<file path="src/rtl/video_in_monitor.sv">
// Video input monitor: measures vsync period and active lines per frame, tracks NO_SIGNAL/ACQUIRE/LOCKED, pulses glitch on a locked mismatch.
// Define VIDEO_MON_GLITCH_CNT_EN to add the saturating 16-bit glitch_count output.
module video_in_monitor #(
   parameter int CNT_W          = 24,
   parameter int LINE_W         = 12,
   parameter int STABLE_FRAMES  = 8,
   parameter int TOL            = 2,
   parameter int TIMEOUT_CYCLES = 2**22
) (
   input  logic              clk,
   input  logic              rst,
   input  logic              vs,
   input  logic              de,
   output logic              signal_present,
   output logic              stable,
   output logic              glitch,
   output logic [CNT_W-1:0]  frame_period,
   output logic [LINE_W-1:0] frame_lines,
`ifdef VIDEO_MON_GLITCH_CNT_EN
   output logic [7:0]        frame_count,
   output logic [15:0]       glitch_count
`else
   output logic [7:0]        frame_count
`endif
);

   localparam int MC_W = $clog2(STABLE_FRAMES + 1);
   localparam logic [CNT_W-1:0]  TIMEOUT  = CNT_W'(TIMEOUT_CYCLES);
   localparam logic [LINE_W-1:0] LINE_MAX = '1;
   localparam logic [CNT_W:0]    TOL_V    = (CNT_W+1)'(TOL);

   typedef enum logic [1:0] {NO_SIGNAL, ACQUIRE, LOCKED} state_t;

   state_t            state_q, state_d;
   logic              vs_d, de_d, vs_rise, de_rise;
   logic [CNT_W-1:0]  period_cnt, ref_period;
   logic [LINE_W-1:0] line_cnt, ref_lines;
   logic              ref_valid;
   logic [MC_W-1:0]   match_cnt;
   logic signed [CNT_W:0] diff;
   logic [CNT_W:0]    abs_diff;
   logic              match, timeout;
   logic              store_ref, clr_ref, inc_match, clr_match, load_frame, inc_fc, glitch_d;

   assign vs_rise  = vs & ~vs_d;
   assign de_rise  = de & ~de_d;
   assign diff     = $signed({1'b0, period_cnt}) - $signed({1'b0, ref_period});
   assign abs_diff = diff[CNT_W] ? $unsigned(-diff) : $unsigned(diff);
   assign match    = ref_valid && (abs_diff <= TOL_V) && (line_cnt == ref_lines);
   assign timeout  = (period_cnt == TIMEOUT);

   assign signal_present = (state_q != NO_SIGNAL);
   assign stable         = (state_q == LOCKED);

   always_comb begin
      state_d    = state_q;
      store_ref  = 1'b0;
      clr_ref    = 1'b0;
      inc_match  = 1'b0;
      clr_match  = 1'b0;
      load_frame = 1'b0;
      inc_fc     = 1'b0;
      glitch_d   = 1'b0;
      case (state_q)
         NO_SIGNAL: begin
            if (vs_rise) begin
               state_d   = ACQUIRE;
               clr_ref   = 1'b1;
               clr_match = 1'b1;
            end
         end
         ACQUIRE: begin
            if (vs_rise) begin
               if (!ref_valid) begin
                  store_ref = 1'b1;
               end else if (match) begin
                  inc_match = 1'b1;
                  if (int'(match_cnt) + 1 == STABLE_FRAMES) begin
                     state_d    = LOCKED;
                     load_frame = 1'b1;
                  end
               end else begin
                  store_ref = 1'b1;
                  clr_match = 1'b1;
               end
            end else if (timeout) begin
               state_d   = NO_SIGNAL;
               clr_ref   = 1'b1;
               clr_match = 1'b1;
            end
         end
         LOCKED: begin
            if (vs_rise) begin
               if (match) begin
                  inc_fc     = 1'b1;
                  load_frame = 1'b1;
               end else begin
                  glitch_d  = 1'b1;
                  state_d   = ACQUIRE;
                  store_ref = 1'b1;
                  clr_match = 1'b1;
               end
            end else if (timeout) begin
               state_d   = NO_SIGNAL;
               clr_ref   = 1'b1;
               clr_match = 1'b1;
            end
         end
         default: state_d = NO_SIGNAL;
      endcase
   end

   always_ff @(posedge clk) begin
      if (rst) begin
         state_q      <= NO_SIGNAL;
         vs_d         <= 1'b0;
         de_d         <= 1'b0;
         period_cnt   <= '0;
         line_cnt     <= '0;
         ref_period   <= '0;
         ref_lines    <= '0;
         ref_valid    <= 1'b0;
         match_cnt    <= '0;
         frame_period <= '0;
         frame_lines  <= '0;
         frame_count  <= '0;
         glitch       <= 1'b0;
      end else begin
         state_q <= state_d;
         vs_d    <= vs;
         de_d    <= de;
         glitch  <= glitch_d;
         // Counters stay frozen in NO_SIGNAL; the first vsync edge reopens them.
         if (vs_rise) begin
            period_cnt <= CNT_W'(1);
            line_cnt   <= LINE_W'(de_rise);
         end else if (state_q != NO_SIGNAL) begin
            if (period_cnt != TIMEOUT)
               period_cnt <= period_cnt + CNT_W'(1);
            if (de_rise && line_cnt != LINE_MAX)
               line_cnt <= line_cnt + LINE_W'(1);
         end
         if (store_ref) begin
            ref_period <= period_cnt;
            ref_lines  <= line_cnt;
            ref_valid  <= 1'b1;
         end else if (clr_ref) begin
            ref_valid <= 1'b0;
         end
         if (clr_match)
            match_cnt <= '0;
         else if (inc_match)
            match_cnt <= match_cnt + MC_W'(1);
         if (load_frame) begin
            frame_period <= period_cnt;
            frame_lines  <= line_cnt;
         end
         if (inc_fc)
            frame_count <= frame_count + 8'd1;
      end
   end

`ifdef VIDEO_MON_GLITCH_CNT_EN
   always_ff @(posedge clk) begin
      if (rst)
         glitch_count <= '0;
      else if (glitch_d && glitch_count != 16'hFFFF)
         glitch_count <= glitch_count + 16'd1;
   end
`endif

endmodule

</file>
<file path="config.mk">
export PLATFORM = sky130hd
export DESIGN_NAME = video_in_monitor
export DESIGN_NICKNAME = d
export VERILOG_FILES = /design/src/rtl/video_in_monitor.sv
export SDC_FILE = /design/constraint.sdc
export NUM_CORES = 1
export LEC_CHECK = 0
export CORE_ASPECT_RATIO = 1.4
export CORE_UTILIZATION = 60
export CTS_BUF_LIST = sky130_fd_sc_hd__clkbuf_8
export CTS_CLUSTER_DIAMETER = 30
export CTS_CLUSTER_SIZE = 10
export DETAILED_ROUTE_END_ITERATION = 12
export PLACE_DENSITY_LB_ADDON = 0.15
export SLEW_MARGIN = 30
export SYNTH_ARGS = -nofsm -noshare
export SYNTH_HDL_FRONTEND = slang
export SYNTH_SLANG_ARGS = --single-unit
</file>
<file path="constraint.sdc">
create_clock -name clk -period 11.8 [get_ports clk]
set_clock_uncertainty 0.05 [all_clocks]
set_input_delay 1.77 -clock clk [delete_from_list [all_inputs] [get_ports clk]]
set_output_delay 1.77 -clock clk [all_outputs]
set_load 0.01 [all_outputs]
</file>
== Yosys cells after proc, flatten, opt, wreduce, memory -nomap -nowiden ==
Cells that the tools add are included.
Word-level totals
  register bits: 126
  logic and storage cells: 100
Operators by class
  $add $sub $neg: 7
  order comparisons: 1
  equal/unequal tests: 12
  mux-type cells: 42
  bitwise logic cells: 5
  reduce and logical (&&, ||, !) cells: 18
Operator list (number)
  $mux W1: 28
  $le A25 B2 Y1 const B: 1
  $mux W25: 1
  $neg A25 Y25: 1
  $sub A24 B24 Y25: 1
  $add A24 B1 Y24 const B: 1
  $eq A24 B23 Y1 const B: 1
  $ne A24 B23 Y1 const B: 1
  $mux W2: 8
  $add A12 B1 Y12 const B: 1
  $eq A12 B12 Y1: 1
  $ne A12 B12 Y1 const B: 1
  $ne A3 B3 Y1 const B: 4
  $reduce_bool A2 Y1: 5
  $add A8 B1 Y8 const B: 1
  $reduce_and A2 Y1: 4
  $reduce_or A2 Y1: 4
  $pmux W1 S2: 3
  $pmux W2 S3: 1
  $add A4 B1 Y5 const B: 1
  $eq A5 B4 Y1 const B: 1
  $reduce_and A5 Y1: 1
  $add A4 B1 Y4 const B: 1
  $logic_and A1 B1 Y1: 3
  other kinds (7): 10

== Longest topological paths before layout ==
Gate-level depths: netlist of run 1.
  depth in word-level cells: 11
  gate-level depth with buffers: 19
  mapped depth without buffers: 16

== Worst setup path before layout of run 1 ==
Ideal clock, no wire load.
  path type: register -> register
  from: register period_cnt[0]
  to: register frame_period[16]
  library setup time: 0.128 ns
  data arrival time: 4.493 ns
  required time: 11.622 ns
  slack: 7.129 ns
  cell stages (with the launch flop): 19
  period minus slack after synthesis: 4.671 ns
  path through: dfxtp_1 -> inv_1 -> ha_1 -> fa_1 -> nor2b_1 -> o2111ai_1 -> and4_1 -> a211oi_1 -> a21boi_2 -> nand3_1 -> or3_1 -> or4_4 -> a21oi_4 -> o211ai_4 -> nor4b_4 -> buf_6 -> buf_12 -> mux2i_1 -> nor2_1
On the way
  word-level cells in the longest chain between the ends: 10
  elaborated cells on any way between the ends: 12
  classes of those cells: 2 x add/sub; 1 x order compare; 7 x mux; 2 x reduce/logical
Ends and longest elaborated chain
  start, declared: RTL line 36  | logic [CNT_W-1:0] period_cnt, ref_period;
  start signal, assigned: RTL line 139  | period_cnt <= period_cnt + CNT_W'(1);
  $sub A24 B24 Y25 *: RTL line 47  | assign diff = $signed({1'b0, period_cnt}) - $signed({1'b0, ref_period});
  $neg A25 Y25: RTL line 48  | assign abs_diff = diff[CNT_W] ? $unsigned(-diff) : $unsigned(diff);
  $mux W25 *: RTL line 48
  $le A25 B2 Y1 *: RTL line 49  | assign match = ref_valid && (abs_diff <= TOL_V) && (line_cnt == ref_lines);
  $logic_and A1 B1 Y1 * (2 in series): RTL line 49
  $mux W1: RTL line 76  | end else if (match) begin
  $mux W1: RTL line 74  | if (!ref_valid) begin
  $mux W1: RTL line 73  | if (vs_rise) begin
  $pmux W1 S2 *: RTL line 64  | case (state_q)
  end signal, assigned: RTL line 155  | frame_period <= period_cnt;
  end, declared: RTL line 17  | output logic [CNT_W-1:0] frame_period,
Every way passes the cells marked *; elsewhere a longest branch is shown, timed or not.
A chain may end at the register's enable or synchronous reset.

== Worst setup path after layout of run 1 ==
  from: register period_cnt[2]
  to: register frame_period[14]
Same word-level chain as after synthesis.

==> out/metrics.csv, run 1 <==
stage,metric,value,unit
critical_path,worst path bufs/invs,1,
finish,most frequent cells in the layout,"nor2_1, dfxtp_1, mux2i_1",
cts,"CTS clk-pin slew, worst paths",0.08,ns
power,P_int,0.000671,W
grt,gr ovfl total,0,
cts,CTS tree,yes,
die,io pins,51,
cts,clk sinks,126,
critical_path,Critical Path RT,12.03,ns
route,final wirelength,20.9,mm
route,vias per std cell,6.10,
grt,largest net degree at the start of global routing,93,
cts,CTS buffer count,17,
flow_run,MaxCap Viol Count,0,
synthesis,cell area after synthesis,0.00809,mm2
power,total power,0.000969,W
sta,final setup violation count,0,
synthesis,net count after synthesis,1019,
power,sw frac,30.7,%
die,# rows,49,
finish,"Design Area, Final",0.00899,mm2
finish,"leading cell type in the layout, fill and taps excluded",nor2_1,
grt,vias in the first global route,6935,
die,Initial Utilization,62.3,%
power,Clk pwr share,38.6,%
place,Post-DP Area,0.00859,mm2
power,P_leak,3.60,nW
place,PortBufs,50,
critical_path,"critical path, cell by cell",ha_1 > nor2b_1 > o2111ai_1 > nand3_1 > a31oi_1 > o21a_1 > a32oi_1 > a2111oi_0 > nand4_1 > nor4_2 > o211ai_4 > nor4b_4 > buf_4 > mux2i_1 > nor2_1,
place,dpl hpwl,15.6,mm
die,DIE AREA,0.0140,mm2
critical_path,CP Class,flop to flop,
power,Logic pwr share,16.9,%
synthesis,sequential fraction of the synthesis area,31.2,%
status,outcome,finished clean,
cts,"Clk Latency, worst-skew pair",0.44,ns
finish,P&R area growth vs syn,11.0,%
finish,final layout net count,1043,
sta,fin. max-slew vios,0,
synthesis,Synth cell types,87,
route,DRC,0,
cts,Clock Path Buffers,2,
route,Via Count,7299,
power,VDD IR-drop max,0.0942,mV
sta,RSZ-0062 raised after global routing,no,
die,Die H,139,um
synthesis,average cell area after synthesis,8.25,um2
die,Core Region,0.0130,mm2
finish,Final Util,69.1,%
power,sequential share of power,44.5,%
route,first-iteration detailed-routing DRC count,355,
critical_path,reg2reg setup slack,5.72,ns
cts,CTS resizes,0,
critical_path,CP top delay family,compound AO/OA/AOI/OAI gates,
synthesis,Synth Register Bits,126,
route,first-pass detailed-route iteration total,6,
grt,gr usage total,30.3,%
cts,root buffer cell,clkbuf_8,
critical_path,highest cell delay on the worst timing path,0.65,ns
synthesis,"EDFF count, synth",0,
synthesis,YS warnings,0,
grt,initial antenna violation count,0,
sta,worst hold slack,0.443,ns
sta,Rel. slew slack,38.2,%
synthesis,ys flop type,dfxtp_1,
critical_path,highest-delay cell along the critical path,a31oi_1,
cts,Post-CTS Setup Inserts,0,
grt,global-route wire length before repair,34.1,mm
route,Antenna Nets Post-Route,0,
critical_path,WP data arrival,6.31,ns
min_path,Hold WC Path Type,flop to flop,
cts,CTS H-Tree Depth,4,
route,Wirelength per Cell,17.5,um
power,Pwr per Cell Area,108,mW/mm2
finish,share of layout cells above drive strength 1,6.58,%
critical_path,Critical Path End Type,flop,
sta,Fmax,0.165,GHz
sta,fin crit period,6.08,ns
cts,hold_buf cts,0,
synthesis,Mapped Cells,981,
finish,fill cell count,1137,
finish,n_diodes,0,
sta,slew at the pin closest to its max-slew limit,0.927,ns
critical_path,Startpoint Class,flop,
die,Die X,100,um
synthesis,"FFs w/ async S/R, synth",0,%
sta,final-report hold violation count,0,
critical_path,worst-path fanout max,30,
place,RD Place Congestion,0.972,
sta,TNS Setup,0,ns
sta,Tcrit/Tclk final,51.5,%
power,Net Switching,0.000298,W
==> sequential cells by signal, summed over array words and instances, names as in the netlist <==
| name | cells |
|---|---|
| de_d | 1 |
| frame_count | 8 |
| frame_lines | 12 |
| frame_period | 24 |
| glitch | 1 |
| line_cnt | 12 |
| match_cnt | 4 |
| period_cnt | 24 |
| ref_lines | 12 |
| ref_period | 24 |
| ref_valid | 1 |
| state_q | 2 |
| vs_d | 1 |
==> power by group through the flow <==
stage	clock, W	combinational [W]	sequential, W
after CTS	0.000380	0.000161	0.000432
after floorplan	0	0.000127	0.000440
final	0.000374	0.000164	0.000432
after detailed placement	0	0.000160	0.000442
after global routing	0.000398	0.000178	0.000432
after global placement	0	0.000163	0.000441
==> synth_stat cells, types with 5 or more instances <==
cell | n | area share, %
clkbuf_1 | 37 | 1.7
o31ai_1 | 6 | 0.56
nand3_1 | 32 | 2.0
a22o_1 | 5 | 0.54
o211ai_1 | 18 | 1.7
nand4_1 | 34 | 2.6
nor4_1 | 12 | 0.93
buf_6 | 5 | 0.70
xnor2_1 | 30 | 3.2
o211a_1 | 5 | 0.62
o2111ai_1 | 5 | 0.54
a21o_1 | 12 | 1.1
nand2b_1 | 11 | 0.85
mux2i_1 | 79 | 9.8
a31oi_1 | 6 | 0.46
inv_1 | 46 | 2.1
a211oi_1 | 8 | 0.74
nor2_1 | 144 | 6.7
and4_1 | 6 | 0.65
nand2_1 | 63 | 2.9
nor3_1 | 23 | 1.4
a21oi_1 | 46 | 2.8
and3_1 | 9 | 0.70
dfxtp_1 | 126 | 31
xor2_1 | 27 | 2.9
nor2b_1 | 9 | 0.70
or3_1 | 11 | 0.85
or4_1 | 6 | 0.56
and2_1 | 8 | 0.62
o21ai_0 | 30 | 1.9
ha_1 | 33 | 5.1
==> layout make-up <==
class                           count  area (um2)  area share (%)
Sequential cell                   126        2520            28.1
Multi-Input combinational cell    757        5130            57.1
Tap cell                          178         223            2.48
Clock inverter                     14         145            1.62
Timing Repair Buffer               56         541            6.02
Clock buffer                       18         248            2.76
Inverter                           47         176            1.96
==> cell families after synthesis <==
group	Yosys count	share of synthesized area, %
adders and majority gates	34	5.35
muxes	82	10.2
and+or+nand+nor	390	24.3
AOI/OAI and AO/OA	194	17.1
buffers and inverters	98	5.72
xor gates and xnor gates	57	6.17
DFF	126	31.2
==> path summary, 6_finish.rpt <==
path,startpoint,to,depth (start not counted)
worst max-delay path,period_cnt[2]$_SDFFE_PP0P_,frame_period[14]$_SDFFE_PP0P_,15
worst min-delay path,match_cnt[3]$_SDFFE_PP0P_,match_cnt[3]$_SDFFE_PP0P_,1
worst max register to register,period_cnt[2]$_SDFFE_PP0P_,frame_period[14]$_SDFFE_PP0P_,15
worst min register to register,match_cnt[3]$_SDFFE_PP0P_,match_cnt[3]$_SDFFE_PP0P_,1
==> metal layers <==
layer  vias up  wire, um  track usage (%)
met2       200     11100             56.9
met1      3449      8440             33.8
li1       3606         -                -
met3        44       742             4.52
met5         -         0                0
met4         0       567             10.6
==> through the flow <==
step / setup slack (ns) / cells
CTS: 5.85 / 1196
global route: 5.34 / 1196
detailed placement: 5.88 / 1164
finish: 5.72 / 1196
global placement: 5.60 / 1164
floorplan: 7.13 / 981
(Power assumes the default switching activity.)
==> inputs of run 2 (changes only) <==
==> constraint.sdc (replaced) <==
create_clock -name clk -period 5.6 [get_ports clk]
set_clock_uncertainty 0.05 [all_clocks]
set_input_delay 0.84 -clock clk [delete_from_list [all_inputs] [get_ports clk]]
set_output_delay 0.84 -clock clk [all_outputs]
set_load 0.01 [all_outputs]
==> out/metrics.csv, run 2 (synthesis gave the netlist of run 1 again) <==
stage,metric,value,unit
critical_path,highest cell delay on the worst timing path,0.51,ns
route,DRC,0,
die,DIE AREA,0.0140,mm2
place,Post-Place Cells,1184,
route,Highest Signal Layer,met4,
critical_path,worst-path fanout max,15,
route,first-iteration detailed-routing DRC count,354,
status,outcome,finished clean,
cts,CTS H-Tree Depth,4,
sta,Tcrit/Tclk final,93.7,%
die,Core Region,0.0130,mm2
critical_path,reg2reg path depth,17,
flow_run,MaxCap Viol Count,0,
sta,final setup violation count,0,
min_path,Hold Crit Start,match_cnt[3]$_SDFFE_PP0P_,
route,met3 wire len,866,um
place,Post-DP Area,0.00876,mm2
finish,P&R area growth vs syn,13.9,%
critical_path,highest-delay cell along the critical path,a21oi_1,
cts,Clock Path Buffers,2,
critical_path,CP Class,flop to flop,
critical_path,"critical path, cell by cell",inv_1 > ha_1 > nor2b_1 > o2111ai_1 > a21oi_1 > o21ai_0 > a21oi_1 > nand4_1 > a221oi_1 > o211ai_1 > nor4_4 > o211ai_4 > nor4b_4 > buf_4 > clkbuf_16 > mux2i_1 > nor2_1,
finish,most frequent cells in the layout,"nor2_1, dfxtp_1, mux2i_1",
power,P_leak,3.73,nW
grt,gr ovfl total,0,
critical_path,reg2reg setup slack,0.35,ns
route,first-pass detailed-route iteration total,5,
sta,slew at the pin closest to its max-slew limit,0.911,ns
critical_path,Startpoint Class,flop,
critical_path,reg2reg start,ref_period[1]$_SDFFE_PP0P_,
critical_path,reg2reg end,frame_period[20]$_SDFFE_PP0P_,
sta,fin. max-slew vios,0,
critical_path,Critical Path RT,5.86,ns
grt,global-route wire length before repair,35.0,mm
power,Pwr per Cell Area,222,mW/mm2
route,final wirelength,21.3,mm
min_path,Hold Crit Depth,1,
place,RD Place Congestion,0.992,
die,Die H,139,um
cts,root buffer cell,clkbuf_8,
sta,Fmax,0.191,GHz
sta,fin crit period,5.25,ns
route,WL met2,11.2,mm
finish,"Design Area, Final",0.00922,mm2
grt,gr usage total,31.1,%
grt,largest net degree at the start of global routing,49,
finish,Post-Layout Cell Count,1219,
power,VDD IR-drop max,0.230,mV
cts,"CTS clk-pin slew, worst paths",0.09,ns
finish,Largest regs,"frame_period (24), period_cnt (24), ref_period (24)",
cts,CTS buffer count,17,
route,vias per std cell,6.09,
route,met1 WL,8.34,mm
sta,RSZ-0062 raised after global routing,no,
route,Wirelength per Cell,17.4,um
cts,CTS tree,yes,
grt,vias in the first global route,7217,
critical_path,WP data arrival,5.51,ns
finish,share of layout cells above drive strength 1,9.03,%
finish,"leading cell type in the layout, fill and taps excluded",nor2_1,
route,Antenna Nets Post-Route,0,
route,Via Count,7427,
cts,"Clk Latency, worst-skew pair",0.45,ns
place,PortBufs,50,
cts,clk sinks,126,
sta,Rel. slew slack,39.2,%
die,# rows,49,
min_path,hold endpoint,match_cnt[3]$_SDFFE_PP0P_,
min_path,Hold WC Path Type,flop to flop,
finish,Final Util,70.9,%
finish,n_diodes,0,
critical_path,Critical Path End Type,flop,
place,dpl hpwl,15.8,mm
grt,initial antenna violation count,0,
die,Die X,100,um
critical_path,CP dominant cell by count,a21oi_1,
die,io pins,51,
sta,final-report hold violation count,0,
finish,final layout net count,1066,
sta,TNS Setup,0,ns
die,Initial Utilization,62.3,%
-- run 2: final cells by class --
type	instances	area (um2)
Clock buffer	17	234
Clock inverter	15	163
Fill cell	1071	3780
Inverter	47	176
Multi-Input combinational cell	757	5150
Sequential cell	126	2520
Tap cell	178	223
Timing Repair Buffer	79	747
-- run 2: metal layers --
metal,GRT usage [%],vias up
met5,0,-
met4,16.0,0
met3,4.87,55
met2,55.9,215
met1,35.0,3517
li1,-,3640
-- run 2: how the worst max path moves through the flow --
stage                                          start  slack [ns]  cells past startpoint                       endpoint
after floorplan           period_cnt[0]$_SDFFE_PP0P_        0.93                     18  frame_period[16]$_SDFFE_PP0P_
after global placement    period_cnt[0]$_SDFFE_PP0P_        0.21                     17   frame_period[8]$_SDFFE_PP0P_
after detailed placement  period_cnt[0]$_SDFFE_PP0P_        0.17                     17  frame_period[11]$_SDFFE_PP0P_
after CTS                 period_cnt[0]$_SDFFE_PP0P_        0.18                     17  frame_period[11]$_SDFFE_PP0P_
after global routing      period_cnt[0]$_SDFFE_PP0P_        0.06                     18  frame_period[20]$_SDFFE_PP0P_
final                     ref_period[1]$_SDFFE_PP0P_        0.35                     17  frame_period[20]$_SDFFE_PP0P_
-- run 2: worst max-delay path: cells and delay by family, from the launching register on --
family,cells,cell delay (ns)
compound gates,7,2.33
simple gates,5,1.30
buf+inv,3,0.45
flops,1,0.39
fa+ha+maj,1,0.35
mux,1,0.22
-- run 2: repair_timing --
action | CTS | global route
setup endpoints to repair | 0 | 85
resized for setup | 0 | 9
buffers inserted | 0 | 2
hold buffers | 0 | 0
-- run 2: report_power, final --
group	internal [W]	total [W]	switching (W)
Combinational	0.000143	0.000361	0.000218
Sequential	0.000901	0.000910	0.00000880
Clock	0.000336	0.000773	0.000437
-- run 2: stage by stage --
stage               power, W  setup WS (ns)  hold slack (ns)
global placement     0.00127          0.211            0.413
global route         0.00213         0.0616            0.474
CTS                  0.00204          0.184            0.448
detailed placement   0.00127          0.175            0.421
finish               0.00204          0.353            0.448
floorplan            0.00120          0.929            0.400
==> inputs of run 3 (changes only) <==
--- a/config.mk
+++ b/config.mk
@@ -11,6 +11,7 @@
 export CTS_CLUSTER_DIAMETER = 30
 export CTS_CLUSTER_SIZE = 10
 export DETAILED_ROUTE_END_ITERATION = 12
+export GPL_TIMING_DRIVEN = 0
 export PLACE_DENSITY_LB_ADDON = 0.15
 export SLEW_MARGIN = 30
 export SYNTH_ARGS = -nofsm -noshare
==> out/metrics.csv, run 3 (synthesis gave the netlist of run 1 again) <==
stage,metric,value,unit
grt,global-route wire length before repair,35.0,mm
route,Antenna Nets Post-Route,0,
power,P_leak,3.73,nW
min_path,Hold WC Path Type,flop to flop,
cts,Post-CTS Setup Inserts,0,
route,DRC,0,
cts,"CTS clk-pin slew, worst paths",0.08,ns
power,Pwr per Cell Area,226,mW/mm2
critical_path,highest-delay cell along the critical path,a2111oi_0,
grt,initial antenna violation count,0,
grt,gr ovfl total,0,
critical_path,worst path bufs/invs,3,
flow_run,MaxCap Viol Count,0,
route,Via Count,7488,
place,dpl hpwl,16.4,mm
cts,CTS tree,yes,
sta,final setup violation count,0,
die,DIE AREA,0.0140,mm2
finish,Final Util,71.5,%
critical_path,Startpoint Class,flop,
die,Core Region,0.0130,mm2
critical_path,"critical path, cell by cell",inv_1 > ha_1 > fa_1 > nor2b_2 > o2111a_1 > o21ai_1 > a2111oi_4 > nor4b_4 > nor2_1 > a2111oi_0 > a41oi_1 > o21ai_2 > o211ai_2 > o21ai_1 > buf_4 > buf_6 > mux2i_1 > nor2_1,
sta,Rel. slew slack,36.2,%
critical_path,CP Class,flop to flop,
cts,clk sinks,126,
grt,largest net degree at the start of global routing,17,
finish,share of layout cells above drive strength 1,7.62,%
route,first-pass detailed-route iteration total,5,
place,PortBufs,50,
finish,n_diodes,0,
die,Die X,100,um
place,Post-Place Cells,1209,
sta,fin crit period,5.31,ns
die,io pins,51,
route,Wirelength per Cell,17.4,um
finish,Largest regs,"frame_period (24), period_cnt (24), ref_period (24)",
critical_path,Critical Path End Type,flop,
die,Die H,139,um
critical_path,WP data arrival,5.56,ns
cts,CTS buffer count,17,
route,final wirelength,21.6,mm
cts,Clock Path Buffers,2,
route,first-iteration detailed-routing DRC count,336,
sta,TNS Setup,0,ns
finish,Post-Layout Cell Count,1241,
sta,fin. max-slew vios,0,
cts,CTS H-Tree Depth,4,
critical_path,CP top delay family,compound AO/OA/AOI/OAI gates,
critical_path,Critical Path RT,5.86,ns
grt,vias in the first global route,7248,
grt,gr usage total,31.6,%
sta,final-report hold violation count,0,
cts,"Clk Latency, worst-skew pair",0.45,ns
critical_path,worst-path fanout max,10,
die,Initial Utilization,62.3,%
finish,P&R area growth vs syn,14.9,%
critical_path,highest cell delay on the worst timing path,0.61,ns
power,VDD IR-drop max,0.181,mV
sta,Fmax,0.188,GHz
die,# rows,49,
sta,RSZ-0062 raised after global routing,no,
finish,"leading cell type in the layout, fill and taps excluded",nor2_1,
finish,most frequent cells in the layout,"nor2_1, dfxtp_1, mux2i_1",
finish,final layout net count,1088,
place,RD Place Congestion,0.948,
route,vias per std cell,6.03,
cts,root buffer cell,clkbuf_8,
status,outcome,finished clean,
sta,Tcrit/Tclk final,94.7,%
sta,slew at the pin closest to its max-slew limit,0.942,ns
run 3: metrics by stage:
step / area, um2 / hold WS [ns] / worst slack, ns / power [W]
2_1_floorplan: 8090 / 0.400 / 0.929 / 0.00120
3_3_place_gp: 8820 / 0.419 / -0.351 / 0.00127
3_5_place_dp: 8820 / 0.421 / -0.126 / 0.00127
4_1_cts: 9250 / 0.446 / 0.0283 / 0.00210
5_1_grt: 9300 / 0.481 / 0.0510 / 0.00218
6_report: 9300 / 0.436 / 0.294 / 0.00210
run 3: what timing repair did:
item                                    CTS  global route
pin swaps                                 0             1
hold endpoints to repair                  0             0
resized for setup                         3            12
endpoints found under the setup margin   59            86
hold buffers                              0             0
run 3: path summary, 6_finish.rpt:
path / from / to / slack (ns) / cells past startpoint
setup / recovery: period_cnt[0]$_SDFFE_PP0P_ / ref_period[3]$_SDFFE_PP0P_ / 0.29 / 18
hold / removal: match_cnt[3]$_SDFFE_PP0P_ / match_cnt[3]$_SDFFE_PP0P_ / 0.44 / 1
setup reg to reg: period_cnt[0]$_SDFFE_PP0P_ / ref_period[3]$_SDFFE_PP0P_ / 0.29 / 18
hold reg to reg: match_cnt[3]$_SDFFE_PP0P_ / match_cnt[3]$_SDFFE_PP0P_ / 0.44 / 1
run 3: cell type report:
class	count	area, um2
Clock buffer	18	248
Fill cell	1061	3700
Sequential cell	126	2520
Buffer	51	288
Timing Repair Buffer	50	500
Tap cell	178	223
Clock inverter	14	171
Multi-Input combinational cell	757	5170
Inverter	47	176
run 3: power by group:
group | leakage [nW] | internal (W) | switching (W) | total (W)
clock | 0.217 | 0.000427 | 0.000407 | 0.000834
sequential | 1.02 | 0.000901 | 0.00000856 | 0.000910
combinational | 2.50 | 0.000139 | 0.000215 | 0.000355
total | 3.73 | 0.00147 | 0.000631 | 0.00210
run 3: worst reg2reg max path, stage by stage, from the launching register on:
cell	delay [ns]
dfxtp_2	0.40
inv_1	0.08
ha_1	0.22
fa_1	0.45
nor2b_2	0.21
o2111a_1	0.27
o21ai_1	0.19
a2111oi_4	0.49
nor4b_4	0.44
nor2_1	0.09
a2111oi_0	0.61
a41oi_1	0.25
o21ai_2	0.25
o211ai_2	0.22
o21ai_1	0.20
buf_4	0.25
buf_6	0.21
mux2i_1	0.23
nor2_1	0.07
run 3: metal layers:
metal  track usage, %  wire length [um]
met1             34.5              8490
met2             56.6             11100
met3             5.37               908
met4             18.3              1080
met5                0                 0
